[config.mk]
export PLATFORM = sky130hd
export DESIGN_NAME = kuznechik_cipher_arbiter
export DESIGN_NICKNAME = d
export VERILOG_FILES = /design/src/rtl/kuznechik_cipher_arbiter.sv
export SDC_FILE = /design/constraint.sdc
export NUM_CORES = 1
export LEC_CHECK = 0
export CAP_MARGIN = 20
export CORE_AREA = 2 2 252 254
export CTS_BUF_LIST = sky130_fd_sc_hd__clkbuf_4
export CTS_CLUSTER_SIZE = 10
export DETAILED_ROUTE_END_ITERATION = 8
export DIE_AREA = 0 0 254 256
export PLACE_DENSITY_LB_ADDON = 0.08
export SLEW_MARGIN = 20
export SYNTH_ARGS = -nofsm -noshare
export SYNTH_HDL_FRONTEND = slang
export SYNTH_SLANG_ARGS = --single-unit
[constraint.sdc]
create_clock -name clk_i -period 4 [get_ports clk_i]
set_input_delay 0.8 -clock clk_i [delete_from_list [all_inputs] [get_ports clk_i]]
set_output_delay 0.8 -clock clk_i [all_outputs]
set_load 0.05 [all_outputs]
[src/rtl/kuznechik_cipher_arbiter.sv]
// kuznechik_cipher_arbiter
// Round-robin scheduler sharing one kuznechik_cipher core between two
// 128-bit block requesters. Owns the core request/ack handshake, latches
// plaintext and ciphertext, and routes each result back to its issuer.
// Optional feature macro: KUZNECHIK_ARB_TIMEOUT_EN enables a WAIT-state
// watchdog of TIMEOUT_CYCLES cycles that returns an error response.
module kuznechik_cipher_arbiter #(
    parameter int TIMEOUT_CYCLES = 64
) (
    input  logic         clk_i,
    input  logic         rstn_i,
    input  logic         req0_valid_i,
    input  logic [127:0] req0_data_i,
    output logic         req0_ready_o,
    input  logic         req1_valid_i,
    input  logic [127:0] req1_data_i,
    output logic         req1_ready_o,
    output logic         rsp0_valid_o,
    input  logic         rsp0_ready_i,
    output logic         rsp1_valid_o,
    input  logic         rsp1_ready_i,
    output logic [127:0] rsp_data_o,
    output logic         rsp_err_o,
    output logic         cipher_req_o,
    output logic         cipher_ack_o,
    output logic [127:0] cipher_data_o,
    input  logic         cipher_busy_i,
    input  logic         cipher_valid_i,
    input  logic [127:0] cipher_data_i,
    output logic         busy_o,
    output logic         owner_o
);

    typedef enum logic [2:0] {
        IDLE,
        ISSUE,
        WAIT,
        RESP,
        ACK
    } state_t;

    state_t         state_q, state_d;
    logic [127:0]   blk_q, blk_d;
    logic [127:0]   res_q, res_d;
    logic           owner_q, owner_d;
    logic           last_q, last_d;
    logic           gnt0, gnt1;

`ifdef KUZNECHIK_ARB_TIMEOUT_EN
    localparam int CNT_W = (TIMEOUT_CYCLES > 1) ? $clog2(TIMEOUT_CYCLES) : 1;
    localparam logic [CNT_W-1:0] CNT_LAST = CNT_W'(TIMEOUT_CYCLES - 1);

    logic [CNT_W-1:0] cnt_q, cnt_d;
    logic             err_q, err_d;
`endif

    // Grant selection: a lone requester wins; on a tie the one not served last wins
    always_comb begin
        gnt0 = req0_valid_i & (~req1_valid_i | last_q);
        gnt1 = req1_valid_i & (~req0_valid_i | ~last_q);
    end

    // Next-state and output decode; cipher_busy_i is informational and never steers the FSM
    always_comb begin
        state_d       = state_q;
        blk_d         = blk_q;
        res_d         = res_q;
        owner_d       = owner_q;
        last_d        = last_q;
        req0_ready_o  = 1'b0;
        req1_ready_o  = 1'b0;
        rsp0_valid_o  = 1'b0;
        rsp1_valid_o  = 1'b0;
        rsp_data_o    = '0;
        rsp_err_o     = 1'b0;
        cipher_req_o  = 1'b0;
        cipher_ack_o  = 1'b0;
        cipher_data_o = (state_q != IDLE) ? blk_q : '0;
        busy_o        = (state_q != IDLE);
        owner_o       = owner_q;
`ifdef KUZNECHIK_ARB_TIMEOUT_EN
        cnt_d         = '0;
        err_d         = err_q;
`endif
        case (state_q)
            IDLE: begin
                req0_ready_o = gnt0;
                req1_ready_o = gnt1;
                if (gnt0) begin
                    blk_d   = req0_data_i;
                    owner_d = 1'b0;
                    state_d = ISSUE;
                end else if (gnt1) begin
                    blk_d   = req1_data_i;
                    owner_d = 1'b1;
                    state_d = ISSUE;
                end
            end
            ISSUE: begin
                cipher_req_o = 1'b1;
                state_d      = WAIT;
            end
            WAIT: begin
                if (cipher_valid_i) begin
                    res_d   = cipher_data_i;
`ifdef KUZNECHIK_ARB_TIMEOUT_EN
                    err_d   = 1'b0;
`endif
                    state_d = RESP;
                end
`ifdef KUZNECHIK_ARB_TIMEOUT_EN
                else if (cnt_q == CNT_LAST) begin
                    res_d   = '0;
                    err_d   = 1'b1;
                    state_d = RESP;
                end else begin
                    cnt_d = cnt_q + 1'b1;
                end
`endif
            end
            RESP: begin
                rsp0_valid_o = ~owner_q;
                rsp1_valid_o = owner_q;
                rsp_data_o   = res_q;
`ifdef KUZNECHIK_ARB_TIMEOUT_EN
                rsp_err_o    = err_q;
`endif
                if (owner_q ? rsp1_ready_i : rsp0_ready_i) begin
                    last_d  = owner_q;
                    state_d = ACK;
                end
            end
            ACK: begin
                cipher_ack_o = 1'b1;
                state_d      = IDLE;
            end
            default: begin
                state_d = IDLE;
            end
        endcase
    end

    // State and datapath registers; last-served pointer resets to 1 so requester 0 wins the first tie
    always_ff @(posedge clk_i or negedge rstn_i) begin
        if (!rstn_i) begin
            state_q <= IDLE;
            blk_q   <= '0;
            res_q   <= '0;
            owner_q <= 1'b0;
            last_q  <= 1'b1;
        end else begin
            state_q <= state_d;
            blk_q   <= blk_d;
            res_q   <= res_d;
            owner_q <= owner_d;
            last_q  <= last_d;
        end
    end

`ifdef KUZNECHIK_ARB_TIMEOUT_EN
    // Watchdog counter and error flag for the WAIT state
    always_ff @(posedge clk_i or negedge rstn_i) begin
        if (!rstn_i) begin
            cnt_q <= '0;
            err_q <= 1'b0;
        end else begin
            cnt_q <= cnt_d;
            err_q <= err_d;
        end
    end
`endif

endmodule

== After elaboration in Yosys (flattened, before gate mapping) ==
Cells that the tools add are included.

* Add/subtract/negate cells: 0
* $mul: 0
* Div/mod/pow operators: 0
* Order comparisons: 0
* Eq/ne operators: 7
* Shifts and indexed selects: 0
* Muxes and demuxes: 18
* Bitwise operators: 8
* Reduce and logical (&&, ||, !) cells: 7

{| class="wikitable"
|+ Operators with widths
! kind !! number
|-
| 2-to-1 mux 128 bit || 4
|-
| 2-to-1 mux 3 bit || 4
|-
| one-hot mux 3 bit (4 select lines) || 1
|-
| 2-to-1 mux 1 bit || 9
|-
| equality test 3 x 2 -> 1 bit (second input constant) || 2
|-
| AND reduction 2 bit || 3
|-
| != test 2 bit (second input constant) || 2
|-
| inverter 1 bit || 4
|-
| equality test 3 x 1 -> 1 bit (second input constant) || 1
|-
| equality test 3 bit (second input constant) || 1
|-
| zero test 3 bit || 1
|-
| != test 3 bit (second input constant) || 1
|-
| AND reduction 3 bit || 1
|-
| nonzero test 3 bit || 1
|-
| AND 1 bit || 2
|-
| OR 1 bit || 2
|-
| nonzero test 2 bit || 1
|}

* Register bits after elaboration: 261
* Bits in latches: 0
* Memory bits (writable): 0
* Memory bits (read-only): 0
* Bits of input ports: 392
* Memories: 0

== Depth between registers and ports, before layout ==
Gate-level depths: netlist (run 1).

* Depth after elaboration: 6
* Depth in mapped cells: 5

== Worst setup path after synthesis (run 1) ==
Ideal clock, no wire load.

* Path kind: register to output
* Start point: reg state_q[2]
* End point: out cipher_data_o[118]
* Data arrival time: 1700 ps
* Setup slack: 1500 ps
* Stages on the path, launching flop included: 5
* Path through: dfrtp_1 -> nor3_4 -> inv_1 -> clkbuf_1 -> and2_1

* Word-level cells in the longest chain between the ends: 2

{| class="wikitable"
|+ RTL lines
! element !! RTL line !! text
|-
| start, declared || 42 || <nowiki>state_t state_q, state_d;</nowiki>
|-
| start signal, assigned || 152 || <nowiki>state_q <= state_d;</nowiki>
|-
| nonzero test 3 bit || - ||
|-
| named net busy_o || 30 || <nowiki>output logic busy_o,</nowiki>
|-
| 2-to-1 mux 128 bit || 78 || <nowiki>cipher_data_o = (state_q != IDLE) ? blk_q : '0;</nowiki>
|-
| end, declared || 26 || <nowiki>output logic [127:0] cipher_data_o,</nowiki>
|}

The timed path passes the listed nets, and every way through them passes these cells.

== Worst setup path in the final report (run 1) ==
* Start point: reg state_q[2]
* End point: out rsp_data_o[79]

* Word-level cells in the longest chain between the ends: 2

{| class="wikitable"
|+ RTL lines
! element !! RTL line !! text
|-
| equality test 3 x 2 -> 1 bit || 85 || <nowiki>case (state_q)</nowiki>
|-
| 2-to-1 mux 128 bit || 85 ||
|-
| end, declared || 22 || <nowiki>output logic [127:0] rsp_data_o,</nowiki>
|}

No other way between the ends.

==> reports/summary.md, run 1 <==
- **most frequent standard cell in the layout excluding fill and tap cells** sky130_fd_sc_hd__clkdlybuf4s50_1
- **reported leakage power** 9.47 nW
- **starting density of the core** 0.202
- **gpl congestion** 0.760
- **clock latency at the later pin of the worst-skew pair** 0.82 ns
- **commonest cells after routing, fill and taps aside** sky130_fd_sc_hd__clkdlybuf4s50_1, sky130_fd_sc_hd__dfrtp_1, sky130_fd_sc_hd__and2_1
- **Peak supply drop** 577 µV
- **floorplan die area** 65000 µm²
- **final hold vios** 0
- **Die Width** 254 µm
- **number of sinks handled by clock tree synthesis** 261
- **fraction of registers with async set/reset** 1.00
- **net switching share of the total power** 0.488
- **vias in the first global route** 11900
- **io pins** 657
- **filler instances** 6392
- **part of the Yosys area used for sequential elements** 0.517
- **synthesized area per cell** 12.2 µm²
- **worst setup slack after layout** 0.207 ns
- **Worst setup EP type** output pin
- **highest attainable clock frequency** 264 MHz
- **endpoint arrival time on the critical path** 2.99 ns
- **# H-tree levels** 3
- **nature of the critical path startpoint** flop
- **number of buffers added on ports** 654
- **relative area change from synthesis to final layout** 66.6%
- **proportion of power drawn by combinational gates** 0.632
- **worst endpoint required time** 3.20 ns
- **clock buffers created by TritonCTS** 87
- **number of antenna violations at the first check in global routing** 16
- **First DRT Iteration DRCs** 439
- **highest net fanout along the worst path** 102
- **worst slack, placed** 0.674 ns
- **wirelength, routed** 56400 µm
- **post-route ant nets** 0
- **number of cell rows** 92
- **vias per inst** 4.28
- **worst clock skew on the final layout** 0.0413 ns
- **fraction of power consumed by the clock network** 0.143
- **max-slew headroom at the worst pin** 0.357
- **Pwr Density** 975 nW/µm²
- **post-synthesis cell count** 1034
- **clock transition at the registers of the reported paths** 0.05 ns
- **Reg power frac** 0.225
- **Die H** 256 µm
- **run status** complete, no violations
- **global route total overflow** 0
- **buffers inserted by post-CTS timing repair** 0
- **fraction of layout instances using a drive strength above 1** 0.288
- **worst hold-check path type** flop to flop
- **Final Cycle Share** 0.948
- **core area** 62400 µm²
- **routed vias** 11200
- **clock tree from TritonCTS** yes
- **number of enable-type register cells in the synthesized netlist** 0
- **leading register cell type out of synthesis** sky130_fd_sc_hd__dfrtp_1
- **post-synthesis sequential element count** 261
- **drc violations** 0
- **internal power consumption** 10.5 mW
- **largest net degree at the start of global routing** 129
- **post-detailed-placement half-perimeter wirelength** 38600 µm
- **slowest stage delay, CP** 0.82 ns
- **overall track demand over capacity in global routing** 0.169
- **synthesized netlist net count** 1426
- **final setup violating endpoints** 0
- **root cell of the clock tree** sky130_fd_sc_hd__clkbuf_4
- **reported net switching power** 10.0 mW
- **ordered cell list for the critical path** and3b_2, buf_12, and2_1, clkdlybuf4s50_1
- **number of buffers on the longest clock path** 3
- **critical path's slowest cell** sky130_fd_sc_hd__clkdlybuf4s50_1
- **post-layout minimum cycle time** 3.79 ns
- **post-synth design cell area** 12600 µm²
- **Yosys warning total** 0
- **1st-pass router iterations** 4
- **number of max-slew violations in the final report** 0
- **area of all placed cells without fillers** 21000 µm²
- **fin util** 0.337
- **global-route wire length before repair** 81400 µm
- **max cap viols** 0
- **count of cell types in the netlist** 28
- **nets@finish** 2088
- **wire length per cell after detailed routing** 21.6 µm
- **class of the most critical setup path** flop to output pin
- **Post-DP Area** 19800 µm²
- **slew at the pin closest to its max-slew limit** 0.964 ns
## state kept, by name (all words and copies together) (netlist names)
signal,count
blk_q,128
last_q,1
owner_o,1
res_q,128
state_q,3
## worst paths after layout
kind / to / start / depth (start not counted) / slack (ns)
max in group asynchronous: last_q / rstn_i / 3 / 2.58
worst max register to register: owner_o / state_q[2] / 5 / 1.01
worst min-delay path: res_q[56] / res_q[56] / 1 / 0.49
min in group asynchronous: res_q[104] / rstn_i / 2 / 0.51
worst max-delay path: rsp_data_o[79] / state_q[2] / 4 / 0.21
worst min register to register: res_q[56] / res_q[56] / 1 / 0.49
## critical path, delay by kind of cell, from the launching register on
kind / cells / cell delay, ns
buffers and inverters: 2 / 1.12
AND/OR/NAND/NOR: 2 / 0.51
flip-flops: 1 / 0.48
## power by group through the flow
stage	clock [mW]	sequential (mW)	combinational, mW
finish	2.94	4.61	13.0
detailed placement	0	4.64	13.2
global placement	0	4.60	13.2
global route	3.27	4.78	13.7
floorplan	0	4.45	9.03
CTS	3.12	4.62	13.2
## layout make-up
cell class                      instances  area [µm²]  share of cell area
Timing Repair Buffer                  672        6640               0.316
Sequential cell                       261        6530               0.311
Multi-Input combinational cell        670        5650               0.269
Tap cell                              846        1060              0.0503
Clock buffer                          131         983              0.0468
Clock inverter                         14         124             0.00589
Antenna cell                           11        27.5             0.00131
Inverter                                4        20.0            0.000952
## timing repair
item / 4_1_cts / 5_1_grt
hold endpoints to repair: 57 / 0
endpoints found under the setup margin: 86 / 46
gates cloned: 0 / 0
hold buffers: 1 / 0
resized for setup: 1 / 46
## synth_stat cells, types with 2 or more instances
library cell,instances,area share
sky130_fd_sc_hd__buf_2,30,0.012
sky130_fd_sc_hd__mux2_2,128,0.11
sky130_fd_sc_hd__dfrtp_1,260,0.52
sky130_fd_sc_hd__a21o_1,128,0.076
sky130_fd_sc_hd__nor2_1,8,0.0024
sky130_fd_sc_hd__or2_2,3,0.0015
sky130_fd_sc_hd__inv_1,4,0.0012
sky130_fd_sc_hd__o221a_2,100,0.089
sky130_fd_sc_hd__clkbuf_1,52,0.015
sky130_fd_sc_hd__a21oi_1,2,0.00079
sky130_fd_sc_hd__nand2_1,3,0.00089
sky130_fd_sc_hd__and2_1,257,0.13
sky130_fd_sc_hd__buf_4,13,0.0077
sky130_fd_sc_hd__buf_1,4,0.0012
sky130_fd_sc_hd__nor3_1,2,0.00079
sky130_fd_sc_hd__o221a_1,28,0.025
## layer usage
| layer | GRT usage | routed length [µm] |
|---|---|---|
| met5 | 0 | 118 |
| met4 | 0.0444 | 1100 |
| met3 | 0.0898 | 6530 |
| met2 | 0.289 | 27800 |
| met1 | 0.182 | 20900 |
## cell families (layout without fill, tap and decap cells)
logic type             after synthesis  after routing  synth area share
and+or+nand+nor                    278            278             0.136
AOI/OAI and AO/OA                  262            262             0.193
DFF                                261            261             0.517
muxes                              129            129             0.115
buffers and inverters              103            821            0.0375
other                                1             12          0.000297
## per-stage QoR
stage	power [mW]	std cells	hold slack (ns)	TNS, ns
2_1_floorplan	13.5	1034	0.472	0
4_1_cts	20.9	2598	0.446	0
3_5_place_dp	17.8	2452	0.487	0
3_3_place_gp	17.8	2452	0.480	0
5_1_grt	21.7	2604	0.442	-0.147
6_report	20.5	2609	0.495	0
No activity file was read; power rests on OpenSTA's default activity.
==> inputs of run 2 (changes only) <==
--- a/config.mk
+++ b/config.mk
@@ -12,6 +12,7 @@
 export DETAILED_ROUTE_END_ITERATION = 8
 export DIE_AREA = 0 0 254 256
 export PLACE_DENSITY_LB_ADDON = 0.08
+export RECOVER_POWER = 25
 export SLEW_MARGIN = 20
 export SYNTH_ARGS = -nofsm -noshare
 export SYNTH_HDL_FRONTEND = slang
==> constraint.sdc (replaced) <==
create_clock -name clk_i -period 4 [get_ports clk_i]
set_input_delay 1.2 -clock clk_i [delete_from_list [all_inputs] [get_ports clk_i]]
set_output_delay 1.2 -clock clk_i [all_outputs]
set_load 0.05 [all_outputs]
==> run 2 against run 1 <==
  * The run now ends with capacitance limit, slew limit left
  * Clock power is 7.8% lower
  * Fmax is 0.56% higher
  * Combinational power hardly changed
  * Non-clock buffer count is 4 higher
  * Worst hold slack worse by 0.0015 ns
  * Wire length is 0.85% lower
  * Final cell count is 0.38% lower
  * Die area stayed put
  * Sequential share of layout area is 0.93 points higher
  * Critical path type unchanged
  * Critical endpoint is now rsp_data_o[13]
==> reports/summary.md, run 2 (same netlist as run 1, synthesis figures left out) <==
- **run status** finished, violations left
- **violated checks** capacitance limit, slew limit
- **root cell of the clock tree** sky130_fd_sc_hd__clkbuf_4
- **buffers inserted by post-CTS timing repair** 0
- **worst endpoint required time** 2.80 ns
- **most frequent standard cell in the layout excluding fill and tap cells** sky130_fd_sc_hd__clkdlybuf4s50_1
- **flop2flop setup slack** 1.31 ns
- **global-route wire length before repair** 81000 µm
- **Tot Pwr** 20.1 mW
- **highest net fanout along the worst path** 33
- **unrepaired setup endpoints after global routing** no
- **number of cell instances on the worst register-to-register path** 6
- **vias per inst** 4.31
- **endpoint arrival time on the critical path** 2.57 ns
- **largest net degree at the start of global routing** 129
- **final setup violating endpoints** 0
- **reported leakage power** 8.89 nW
- **vias in the first global route** 11800
- **io pins** 657
- **Die H** 256 µm
- **relative area change from synthesis to final layout** 61.7%
- **clock tree from TritonCTS** yes
- **1st-pass router iterations** 4
- **Worst setup EP type** output pin
- **drc violations** 0
- **Pwr Density** 982 nW/µm²
- **number of buffers on the longest clock path** 3
- **max cap viols** 1
- **clock latency at the later pin of the worst-skew pair** 0.78 ns
- **number of buffers added on ports** 654
- **overall track demand over capacity in global routing** 0.168
- **worst clock skew on the final layout** 0.0357 ns
- **final cell count without fillers** 2599
- **number of placed instances, taps included** 2457
- **commonest cells after routing, fill and taps aside** sky130_fd_sc_hd__clkdlybuf4s50_1, sky130_fd_sc_hd__dfrtp_1, sky130_fd_sc_hd__and2_1
- **Die Width** 254 µm
- **post-cts hold buffer count** 0
- **wirelength, routed** 55900 µm
- **Post-Route Setup TNS** 0 ns
- **post_cts resized** 56
- **Post-DP Area** 19600 µm²
- **endpoint of the worst-slack reg-to-reg timing path** blk_q[9]
- **nature of the critical path startpoint** flop
- **post-route ant nets** 0
- **number of max-slew violations in the final report** 74
- **max-slew headroom at the worst pin** -0.483
- **critical path endpoint** rsp_data_o[13]
- **number of antenna violations at the first check in global routing** 16
- **number of cell rows** 92
- **starting density of the core** 0.202
- **highest attainable clock frequency** 265 MHz
- **number of sinks handled by clock tree synthesis** 261
- **gpl congestion** 0.753
- **Final Cycle Share** 0.943
- **slew at the pin closest to its max-slew limit** 2.22 ns
- **Peak supply drop** 532 µV
- **area of all placed cells without fillers** 20400 µm²
- **worst reg2reg startpoint** state_q[2]
- **routed vias** 11200
- **global route total overflow** 0
- **filler instances** 6520
- **clock transition at the registers of the reported paths** 0.06 ns
- **class of the most critical setup path** flop to output pin
- **top flop regs** blk_q (128), res_q (128), state_q (3)
- **# H-tree levels** 3
- **nets@finish** 2090
- **clock buffers created by TritonCTS** 85
- **First DRT Iteration DRCs** 432
- **final hold vios** 0
- **fraction of layout instances using a drive strength above 1** 0.361
- **start point of the critical path** state_q[0]
- **worst hold-check path type** flop to flop
- **wire length per cell after detailed routing** 21.5 µm
- **core area** 62400 µm²
- **post-layout minimum cycle time** 3.77 ns
- **post-detailed-placement half-perimeter wirelength** 39100 µm
- **floorplan die area** 65000 µm²
## run 2: worst min path at each step
stage	slack (ns)	cells after the start	end	start
floorplan	0.47	1	res_q[100]	res_q[100]
global placement	0.48	1	res_q[59]	res_q[59]
detailed placement	0.49	1	res_q[84]	res_q[84]
CTS	0.31	1	res_q[36]	rstn_i
global route	0.50	1	res_q[103]	res_q[103]
finish	0.49	1	res_q[5]	res_q[5]
## run 2: critical path, stage by stage (launching register included)
cell,delay [ns]
sky130_fd_sc_hd__dfrtp_1,0.49
sky130_fd_sc_hd__and3b_2,0.45
sky130_fd_sc_hd__buf_12,0.23
sky130_fd_sc_hd__and2_1,0.14
sky130_fd_sc_hd__clkdlybuf4s15_1,0.49
## run 2: per-layer routing
metal  vias to the layer above  global-route usage  part of all wire
met4                        18              0.0503             0.018
li1                       5128                   -                 -
met5                         -                   0            0.0021
met1                      5498               0.185              0.38
met2                       470               0.285              0.49
met3                        97              0.0801              0.11
## run 2: area by class of cell
class	instances	area, µm²	share of cell area
Clock inverter	15	105	0.00515
Multi-Input combinational cell	670	5650	0.277
Clock buffer	120	901	0.0441
Tap cell	846	1060	0.0518
Inverter	4	16.3	0.000797
Timing Repair Buffer	676	6140	0.301
Antenna cell	7	17.5	0.000858
Sequential cell	261	6530	0.320
## run 2: report_power, final
group / leakage, nW / internal, mW / switching, mW
clock network: 0.592 / 1.43 / 1.28
registers: 2.97 / 3.98 / 0.616
logic: 5.33 / 4.68 / 8.07
## run 2: per-stage QoR
stage	util	hold slack (ns)	setup slack (ns)
after detailed placement	0.314	0.487	0.295
after floorplan	-	0.472	0.747
after global routing	0.327	0.505	0.00110
final	0.327	0.493	0.229
after CTS	0.329	0.311	-0.0100
after global placement	0.314	0.480	0.319
